**src/rtl/ram_dp_fifo_ctrl_if.sv**
```systemverilog
// Valid/ready write and read streams of the RAM-backed FIFO controller.
// The master modport is the producer/consumer side; the slave modport is the FIFO.
interface ram_dp_fifo_ctrl_if #(
    parameter int DATA_WIDTH = 8
);
    logic                  wr_valid;
    logic                  wr_ready;
    logic [DATA_WIDTH-1:0] wr_data;
    logic                  rd_valid;
    logic                  rd_ready;
    logic [DATA_WIDTH-1:0] rd_data;

    modport master (
        output wr_valid, wr_data, rd_ready,
        input  wr_ready, rd_valid, rd_data
    );

    modport slave (
        input  wr_valid, wr_data, rd_ready,
        output wr_ready, rd_valid, rd_data
    );
endinterface

```
**src/rtl/ram_dp_fifo_ctrl.sv**
```systemverilog
// FIFO controller on a dual-port synchronous RAM: port 0 writes, port 1 reads.
// A 2-entry output buffer absorbs the 1-cycle RAM read latency for full throughput.
module ram_dp_fifo_ctrl #(
    parameter int DATA_WIDTH = 8,
    parameter int ADDR_WIDTH = 16,
    parameter int DEPTH      = 256
) (
    input  logic                  clk,
    input  logic                  rst_n,
    ram_dp_fifo_ctrl_if.slave     fifo,
    output logic [ADDR_WIDTH:0]   count,
    output logic [ADDR_WIDTH-1:0] ram_address_0,
    output logic [DATA_WIDTH-1:0] ram_data_0,
    output logic                  ram_cs_0,
    output logic                  ram_we_0,
    output logic                  ram_oe_0,
    output logic [ADDR_WIDTH-1:0] ram_address_1,
    input  logic [DATA_WIDTH-1:0] ram_data_1,
    output logic                  ram_cs_1,
    output logic                  ram_we_1,
    output logic                  ram_oe_1
);
    localparam logic [ADDR_WIDTH-1:0] LAST_PTR  = ADDR_WIDTH'(DEPTH - 1);
    localparam logic [ADDR_WIDTH:0]   DEPTH_CNT = (ADDR_WIDTH + 1)'(DEPTH);

    logic [ADDR_WIDTH-1:0] wr_ptr_r, rd_ptr_r;
    logic [ADDR_WIDTH:0]   ram_cnt_r;
    logic                  inflight_r;
    logic                  rd_en_r;
    logic [1:0]            obuf_cnt_r;
    logic [DATA_WIDTH-1:0] obuf0_r, obuf1_r;

    logic                  push_s, pop_s, issue_s, wr_ready_s;
    logic [ADDR_WIDTH:0]   ram_cnt_nxt_s;
    logic [1:0]            obuf_left_s, obuf_cnt_nxt_s;
    logic [DATA_WIDTH-1:0] obuf0_nxt_s, obuf1_nxt_s;

    function automatic logic [ADDR_WIDTH-1:0] ptr_inc(input logic [ADDR_WIDTH-1:0] p);
        return (p == LAST_PTR) ? {ADDR_WIDTH{1'b0}} : p + {{(ADDR_WIDTH-1){1'b0}}, 1'b1};
    endfunction

    // Handshakes, read issue decision and output-buffer next state.
    always_comb begin
        wr_ready_s    = rst_n && (ram_cnt_r != DEPTH_CNT);
        push_s        = fifo.wr_valid && wr_ready_s;
        pop_s         = (obuf_cnt_r != 2'd0) && fifo.rd_ready;
        // Issue only if the word returning next cycle is guaranteed a free buffer slot.
        issue_s       = (ram_cnt_r != {(ADDR_WIDTH+1){1'b0}}) &&
                        (({1'b0, obuf_cnt_r} + {2'b00, inflight_r}) <= (3'd1 + {2'b00, pop_s}));
        ram_cnt_nxt_s = ram_cnt_r + (ADDR_WIDTH + 1)'(push_s) - (ADDR_WIDTH + 1)'(issue_s);

        obuf0_nxt_s = obuf0_r;
        obuf1_nxt_s = obuf1_r;
        if (pop_s) begin
            obuf0_nxt_s = obuf1_r;
            obuf_left_s = obuf_cnt_r - 2'd1;
        end else begin
            obuf_left_s = obuf_cnt_r;
        end
        if (inflight_r) begin
            if (obuf_left_s == 2'd0) begin
                obuf0_nxt_s = ram_data_1;
            end else begin
                obuf1_nxt_s = ram_data_1;
            end
            obuf_cnt_nxt_s = obuf_left_s + 2'd1;
        end else begin
            obuf_cnt_nxt_s = obuf_left_s;
        end
    end

    // Pointers, occupancy, in-flight flag, output buffer and read-port enable.
    always_ff @(posedge clk or negedge rst_n) begin
        if (!rst_n) begin
            wr_ptr_r   <= {ADDR_WIDTH{1'b0}};
            rd_ptr_r   <= {ADDR_WIDTH{1'b0}};
            ram_cnt_r  <= {(ADDR_WIDTH+1){1'b0}};
            inflight_r <= 1'b0;
            rd_en_r    <= 1'b0;
            obuf_cnt_r <= 2'd0;
            obuf0_r    <= {DATA_WIDTH{1'b0}};
            obuf1_r    <= {DATA_WIDTH{1'b0}};
        end else begin
            if (push_s) begin
                wr_ptr_r <= ptr_inc(wr_ptr_r);
            end
            if (issue_s) begin
                rd_ptr_r <= ptr_inc(rd_ptr_r);
            end
            ram_cnt_r  <= ram_cnt_nxt_s;
            inflight_r <= issue_s;
            rd_en_r    <= 1'b1;
            obuf_cnt_r <= obuf_cnt_nxt_s;
            obuf0_r    <= obuf0_nxt_s;
            obuf1_r    <= obuf1_nxt_s;
        end
    end

    // RAM port drive and stream outputs.
    always_comb begin
        fifo.wr_ready = wr_ready_s;
        fifo.rd_valid = (obuf_cnt_r != 2'd0);
        fifo.rd_data  = obuf0_r;
        count         = ram_cnt_r + (ADDR_WIDTH + 1)'(inflight_r) + (ADDR_WIDTH + 1)'(obuf_cnt_r);
        ram_cs_0      = push_s;
        ram_we_0      = push_s;
        ram_oe_0      = 1'b0;
        ram_address_0 = push_s ? wr_ptr_r : {ADDR_WIDTH{1'b0}};
        ram_data_0    = push_s ? fifo.wr_data : {DATA_WIDTH{1'b0}};
        ram_cs_1      = rd_en_r;
        ram_oe_1      = rd_en_r;
        ram_we_1      = 1'b0;
        ram_address_1 = rd_ptr_r;
    end
endmodule

```
**src/flat_wrapper.sv**
```systemverilog
// flat-port wrapper written by rule: the top's interface ports become plain ports
module ram_dp_fifo_ctrl_flat 
#(
    parameter int DATA_WIDTH = 8,
    parameter int ADDR_WIDTH = 16,
    parameter int DEPTH      = 256
)
  (clk, rst_n, count, ram_address_0, ram_data_0, ram_cs_0, ram_we_0, ram_oe_0, ram_address_1, ram_data_1, ram_cs_1, ram_we_1, ram_oe_1, fifo_wr_valid, fifo_wr_data, fifo_rd_ready, fifo_wr_ready, fifo_rd_valid, fifo_rd_data);
  ram_dp_fifo_ctrl_if #(.DATA_WIDTH(DATA_WIDTH)) fifo_i ();
  input  logic clk;
  input  logic rst_n;
  output logic [ADDR_WIDTH:0] count;
  output logic [ADDR_WIDTH-1:0] ram_address_0;
  output logic [DATA_WIDTH-1:0] ram_data_0;
  output logic ram_cs_0;
  output logic ram_we_0;
  output logic ram_oe_0;
  output logic [ADDR_WIDTH-1:0] ram_address_1;
  input  logic [DATA_WIDTH-1:0] ram_data_1;
  output logic ram_cs_1;
  output logic ram_we_1;
  output logic ram_oe_1;
  input wire logic [$bits(fifo_i.wr_valid)-1:0] fifo_wr_valid;
  input wire logic [$bits(fifo_i.wr_data)-1:0] fifo_wr_data;
  input wire logic [$bits(fifo_i.rd_ready)-1:0] fifo_rd_ready;
  output wire logic [$bits(fifo_i.wr_ready)-1:0] fifo_wr_ready;
  output wire logic [$bits(fifo_i.rd_valid)-1:0] fifo_rd_valid;
  output wire logic [$bits(fifo_i.rd_data)-1:0] fifo_rd_data;
  assign fifo_i.wr_valid = fifo_wr_valid;
  assign fifo_i.wr_data = fifo_wr_data;
  assign fifo_i.rd_ready = fifo_rd_ready;
  assign fifo_wr_ready = fifo_i.wr_ready;
  assign fifo_rd_valid = fifo_i.rd_valid;
  assign fifo_rd_data = fifo_i.rd_data;
  ram_dp_fifo_ctrl #(.DATA_WIDTH(DATA_WIDTH), .ADDR_WIDTH(ADDR_WIDTH), .DEPTH(DEPTH)) u_core (.clk(clk), .rst_n(rst_n), .fifo(fifo_i), .count(count), .ram_address_0(ram_address_0), .ram_data_0(ram_data_0), .ram_cs_0(ram_cs_0), .ram_we_0(ram_we_0), .ram_oe_0(ram_oe_0), .ram_address_1(ram_address_1), .ram_data_1(ram_data_1), .ram_cs_1(ram_cs_1), .ram_we_1(ram_we_1), .ram_oe_1(ram_oe_1));
endmodule
```
**config.mk**
```make
export PLATFORM = sky130hd
export DESIGN_NAME = ram_dp_fifo_ctrl_flat
export DESIGN_NICKNAME = d
export VERILOG_FILES = /design/src/rtl/ram_dp_fifo_ctrl_if.sv /design/src/rtl/ram_dp_fifo_ctrl.sv /design/src/flat_wrapper.sv
export SDC_FILE = /design/constraint.sdc
export NUM_CORES = 1
export LEC_CHECK = 0
export BUFFER_PORTS_ARGS = -buffer_cell sky130_fd_sc_hd__buf_4
export CORE_MARGIN = 2
export CORE_UTILIZATION = 51
export DETAILED_ROUTE_END_ITERATION = 6
export GPL_TIMING_DRIVEN = 1
export PLACE_DENSITY = 0.89
export SLEW_MARGIN = 20
export SYNTH_ARGS = -nofsm -noshare
export SYNTH_HDL_FRONTEND = slang
export SYNTH_SLANG_ARGS = --single-unit
```
**constraint.sdc**
```tcl
create_clock -name clk -period 4.7 [get_ports clk]
set_input_delay 0.705 -clock clk [delete_from_list [all_inputs] [get_ports clk]]
set_output_delay 0.705 -clock clk [all_outputs]
set_load 0.02 [all_outputs]
```
## After elaboration in Yosys (flattened, before gate mapping)

Cells that the tools add are included.

- Eq/ne operators: 3
- Divide/modulo/power cells: 0
- Bitwise operators: 1
- Add/subtract/negate cells: 10
- Multiplexer cells: 9
- Shift operators: 0
- Multiply operators: 0
- Magnitude comparators: 1
- Reductions and logical operators: 8

Operators with widths:

| operator | number |
|---|---|
| $mux W16 | 3 |
| $add A17 B1 Y17 | 2 |
| $add A16 B1 Y16 const B | 2 |
| $eq A16 B8 Y1 const B | 2 |
| $mux W8 | 4 |
| $add A17 B2 Y17 | 1 |
| $ne A17 B9 Y1 const B | 1 |
| $reduce_bool A17 Y1 | 1 |
| $sub A17 B1 Y17 | 1 |
| $logic_and A1 B1 Y1 | 4 |
| $mux W2 | 2 |
| $add A2 B1 Y3 | 1 |
| $le A3 B3 Y1 | 1 |
| $add A1 B1 Y2 const A | 1 |
| $add A2 B1 Y2 const B | 1 |
| $logic_not A2 Y1 | 1 |
| $reduce_and A2 Y1 | 1 |
| $reduce_bool A2 Y1 | 1 |
| $sub A2 B1 Y2 const B | 1 |
| $not A1 Y1 | 1 |

- Flip-flop bits (word level): 69
- Bits in latches: 0
- Output and inout bits: 73
- RAM bits: 0
- ROM bits: 0
- Memories: 0

## Depth between registers and ports, before layout

- Depth in word-level cells: 6
- Gate-level depth with buffers: 18
- Depth with buffers taken out: 17

## Least setup slack after synthesis

Ideal clock, no wire load.

- Kind: register to register
- From: register u_core.obuf_cnt_r[1]
- To: register u_core.ram_cnt_r[10]
- Slack: 79 ps
- Buffers on the path: 1
- Setup time: 122 ps
- Arrival time: 4500 ps
- Cell stages (with the launch flop): 19
- Cell sequence: dfrtp_1 -> inv_1 -> ha_1 -> nand2b_1 -> inv_1 -> fa_1 -> or3_1 -> o221ai_1 -> inv_1 -> buf_2 -> ha_1 -> inv_1 -> ha_1 -> fa_1 -> a211o_1 -> a311oi_4 -> a21oi_2 -> o21ba_1 -> a2111oi_1

- Longest elaborated chain between the ends: 6
- Elaborated cells on any way between the ends: 7
- Classes of those cells: 3 x add/sub; 1 x order compare; 3 x reduce/logical

Ends and longest elaborated chain:

| what | line | RTL |
|---|---|---|
| from (decl) | ram_dp_fifo_ctrl.sv:30 | `logic [1:0] obuf_cnt_r;` |
| from (signal assigned) | ram_dp_fifo_ctrl.sv:93 | `obuf_cnt_r <= obuf_cnt_nxt_s;` |
| $reduce_bool A2 Y1 | ram_dp_fifo_ctrl.sv:46 | `pop_s = (obuf_cnt_r != 2'd0) && fifo.rd_ready;` |
| $logic_and A1 B1 Y1 | ram_dp_fifo_ctrl.sv:46 |  |
| $add A1 B1 Y2 | ram_dp_fifo_ctrl.sv:49 | `(({1'b0, obuf_cnt_r} + {2'b00, inflight_r}) <= (3'd1 + {2'b00, pop_s}));` |
| $le A3 B3 Y1 * | ram_dp_fifo_ctrl.sv:49 |  |
| $logic_and A1 B1 Y1 * | ram_dp_fifo_ctrl.sv:48 | `issue_s = (ram_cnt_r != {(ADDR_WIDTH+1){1'b0}}) &&` |
| named net u_core.issue_s | ram_dp_fifo_ctrl.sv:33 | `logic push_s, pop_s, issue_s, wr_ready_s;` |
| $sub A17 B1 Y17 * | ram_dp_fifo_ctrl.sv:50 | `ram_cnt_nxt_s = ram_cnt_r + (ADDR_WIDTH + 1)'(push_s) - (ADDR_WIDTH + 1)'(issue_s);` |
| named net u_core.ram_cnt_nxt_s[10] | ram_dp_fifo_ctrl.sv:34 | `logic [ADDR_WIDTH:0] ram_cnt_nxt_s;` |
| to (signal assigned) | ram_dp_fifo_ctrl.sv:77 | `ram_cnt_r <= {(ADDR_WIDTH+1){1'b0}};` |
| to (signal assigned) | ram_dp_fifo_ctrl.sv:90 | `ram_cnt_r <= ram_cnt_nxt_s;` |
| to (decl) | ram_dp_fifo_ctrl.sv:27 | `logic [ADDR_WIDTH:0] ram_cnt_r;` |

Mark *: on every way through the listed nets, which the timed path passes. The rest lies on a longest branch.
A chain may end at the register's enable or synchronous reset.

## Worst setup path in the final report

- From: register u_core.obuf_cnt_r[1]
- To: register u_core.ram_cnt_r[10]

- Longest elaborated chain between the ends: 6
- Elaborated cells on any way between the ends: 7
- Classes of those cells: 3 x add/sub; 1 x order compare; 3 x reduce/logical

Ends and longest elaborated chain:

| what | line |
|---|---|
| $reduce_bool A2 Y1 | ram_dp_fifo_ctrl.sv:46 |
| $logic_and A1 B1 Y1 | ram_dp_fifo_ctrl.sv:46 |
| $add A1 B1 Y2 | ram_dp_fifo_ctrl.sv:49 |
| $le A3 B3 Y1 * | ram_dp_fifo_ctrl.sv:49 |
| $logic_and A1 B1 Y1 * | ram_dp_fifo_ctrl.sv:48 |
| $sub A17 B1 Y17 * | ram_dp_fifo_ctrl.sv:50 |
| named net u_core.ram_cnt_nxt_s[10] | ram_dp_fifo_ctrl.sv:34 |

Marks and branches as above.

==> run summary <==
TritonCTS clock tree: done
H-tree levels: 3
Die height: 101 um
#FFs+latches synth: 69
Global Route Usage Sum: 22.6%
Post-synthesis adder-cell area fraction: 13.3%
Final Non-Filler Cells: 719
P_leak: 2.73 nW
Core area: 9150 um^2
Wire length of the first global-routing pass: 18,500 um
Worst-Margin Slew: 1.01 ns
Post-synthesis mux area share: 4.50%
Chip width: 101 um
Worst path slowest cell: fa_1
Xor and xnor area share after synthesis: 6.44%
Syn Std Cell Area: 4760 um^2
Top_reg_cell synth: dfrtp_1
Most used cell, CP: inv_1
Run status: finished clean
CP max stage delay: 0.48 ns
HP Class: flip-flop to flip-flop
Most common cell in the netlist: dfrtp_1
Largest family of logic cells by synthesized area: simple AND/OR/NAND/NOR gates
Crit end category: flip-flop
Area share of and/or/nand/nor cells after synthesis: 20.4%
Detail Route Antenna Nets: 0
Cell variety after synth: 64
R2R setup slack: 0.16 ns
Register area share after synthesis: 36.3%
WP buf/inv: 4
I/O pin count: 93
# rows: 35
Initial antenna violation count: 0
CTS Buf Count: 9
Post-synth EDFFs: 0
Setup CP Type: flip-flop to flip-flop
Syn. warnings: 0
Clock sink total: 69
Via density: 5.85
Total grt overflow: 0
Async SR Flop Fraction: 100%
Peak VDD IR: 473 uV
Max cap viols: 0
Fin. max-slew vios: 0
Routed via count: 4,204
Gate power share: 64.7%
Top cells by area, synth: dfrtp_1 (36%), ha_1 (12%), xnor2_1 (5.2%)
Initial Util: 52.0%
Gpl congestion: 0.904
Clock Tree Root: clkbuf_8
Clock share of power: 11.6%
Synth Area in Compound Gates: 14.1%
Internal power: 2.42 mW
Top cell type's share of synthesized area: 36.3%
Setup Viol. Count Final: 0
Clk_lat worst skew: 0.36 ns
Reg clk slew, reported paths: 0.08 ns
Most instantiated cells after synthesis: dfrtp_1 (69), ha_1 (44), nand2_1 (40)
Largest net degree at the start of global routing: 71
Final WL: 11,600 um
Fin. Hold Viols: 0
Leading area contributor after synthesis: dfrtp_1
DR WL/cell: 16.2 um
N_diodes: 0
Sequential share of power: 23.7%
Worst path cell trace: inv_1, ha_1, nand2b_1, inv_1, fa_1, or3_1, o221ai_2, inv_1, ha_1, inv_1, ha_1, fa_1, a211o_1, a311oi_4, a21oi_2, o21ba_1, a2111oi_1
CP delay by family, top: adder cells
Placed cells: 698
Final setup margin: 0.156 ns
CP max FO: 4
Switch share: 47.7%
HPWL Detailed: 8090 um
TritonRoute pass-1 iters: 6
IO Port Bufs: 90
Mean Syn Cell Area: 9.35 um^2
Net count, final: 672
Clock buffer depth: 2
Worst Skew: 0.0108 ns
Switch Pwr: 2.21 mW
Die ar.: 10,100 um^2
Slew HR: 32.3%
Syn-to-layout area delta: 22.0%
Pre-CTS setup slack: 0.0196 ns
Post-CTS Hold Fix Bufs: 0
Arrival time worst endpoint: 4.79 ns
CP startpoint kind: flip-flop
Vias in the first global route: 3,981
Post-Synthesis Cells: 509
WP data required: 4.94 ns
Share of cells above drive strength 1: 23.0%
Tcrit/Tclk final: 96.7%
DRT iter0 DRCs: 344
DRC viols: 0
Achievable Freq: 220 MHz
Power Density: 798 nW/um^2
Final min period: 4.54 ns
-- per-layer routing --
metal  GRT usage, %  wire [um]  up-vias
met4           9.38        245        0
met2           37.4       5870      187
li1               -          -     1974
met3           4.09        712       31
met5              0          0        -
met1           29.2       4790     2012
-- cell type report --
class | count | area (um^2)
sequential | 69 | 1730
timing repair buffer | 102 | 766
tap | 111 | 139
inverter | 37 | 139
clock buffer | 9 | 124
multi-input combinational | 385 | 2820
fill | 681 | 3350
clock inverter | 6 | 88.8
-- worst paths after layout --
path / start / to / cells past startpoint
setup / recovery: u_core.obuf_cnt_r[1]$_DFF_PN0_ / u_core.ram_cnt_r[10]$_DFF_PN0_ / 17
hold / removal: u_core.obuf1_r[4]$_DFFE_PN0P_ / u_core.obuf1_r[4]$_DFFE_PN0P_ / 1
setup reg to reg: u_core.obuf_cnt_r[1]$_DFF_PN0_ / u_core.ram_cnt_r[10]$_DFF_PN0_ / 17
hold reg to reg: u_core.obuf1_r[4]$_DFFE_PN0P_ / u_core.obuf1_r[4]$_DFFE_PN0P_ / 1
max in group asynchronous: rst_n / u_core.obuf_cnt_r[1]$_DFF_PN0_ / 2
min in group asynchronous: rst_n / u_core.wr_ptr_r[12]$_DFFE_PN0N_ / 2
-- power groups by stage --
stage | Combinational [mW] | Clock, mW | Sequential [mW]
final | 3.00 | 0.538 | 1.10
after CTS | 2.85 | 0.541 | 1.09
after global placement | 2.68 | 0 | 1.09
after floorplan | 1.95 | 0 | 1.11
after global routing | 3.26 | 0.569 | 1.13
after detailed placement | 2.81 | 0 | 1.10
-- through the flow --
step	power, mW	instance area (um^2)	hold WS (ns)	utilization (%)	setup TNS [ns]
after global routing	4.96	5800	0.519	63.4	-0.0699
final	4.63	5800	0.509	63.4	0
after global placement	3.77	5530	0.476	60.4	0
after detailed placement	3.91	5530	0.497	60.4	0
after CTS	4.49	5740	0.509	62.8	0
after floorplan	3.07	4760	0.409	-	0
-- kinds of logic (layout without fill, tap and decap cells) --
kind of cell               after synthesis  in the layout
other                                    2              3
adders and majority gates               48             48
AOI/OAI and AO/OA                      100            100
xor gates and xnor gates                35             35
muxes                                   20             20
buffers and inverters                   56            154
and+or+nand+nor                        179            179
DFF                                     69             69
-- cells in the final DEF, fill, tap and decap left out, types with 2 or more instances in the layout --
master,instances
mux2i_1,9
conb_1,3
nand2b_1,11
clkbuf_8,9
a2111o_1,2
inv_1,37
nand2_1,40
xor2_1,7
o21ai_0,39
a31oi_1,3
clkinvlp_4,2
nand4_1,14
and3_1,5
nor2b_1,7
o311ai_0,2
mux2_2,11
nor3b_1,2
bufinv_16,2
or3_1,2
o31ai_1,9
and4_1,2
a211o_1,2
a21o_1,3
a21oi_1,11
nor3_1,8
nand3_1,17
xnor2_1,28
fa_1,4
ha_1,44
and2_1,28
nor4_1,5
dfrtp_1,68
buf_4,102
or4_1,3
o21ai_1,2
nor2_1,25
a211oi_1,7
a221o_1,2
-- registers in the layout, summed over array words and instances (netlist names) --
name / flops
u_core.wr_ptr_r: 16
u_core.obuf_cnt_r: 2
u_core.obuf1_r: 8
u_core.ram_cs_1: 1
u_core.ram_address_1: 16
u_core.fifo.rd_data: 8
u_core.inflight_r: 1
u_core.ram_cnt_r: 17
-- what timing repair did --
action	in CTS	in global routing
setup buffers	0	6
endpoints found under the setup margin	0	4
resized for setup	0	4
Note: power is estimated with default switching activity, not from simulation.
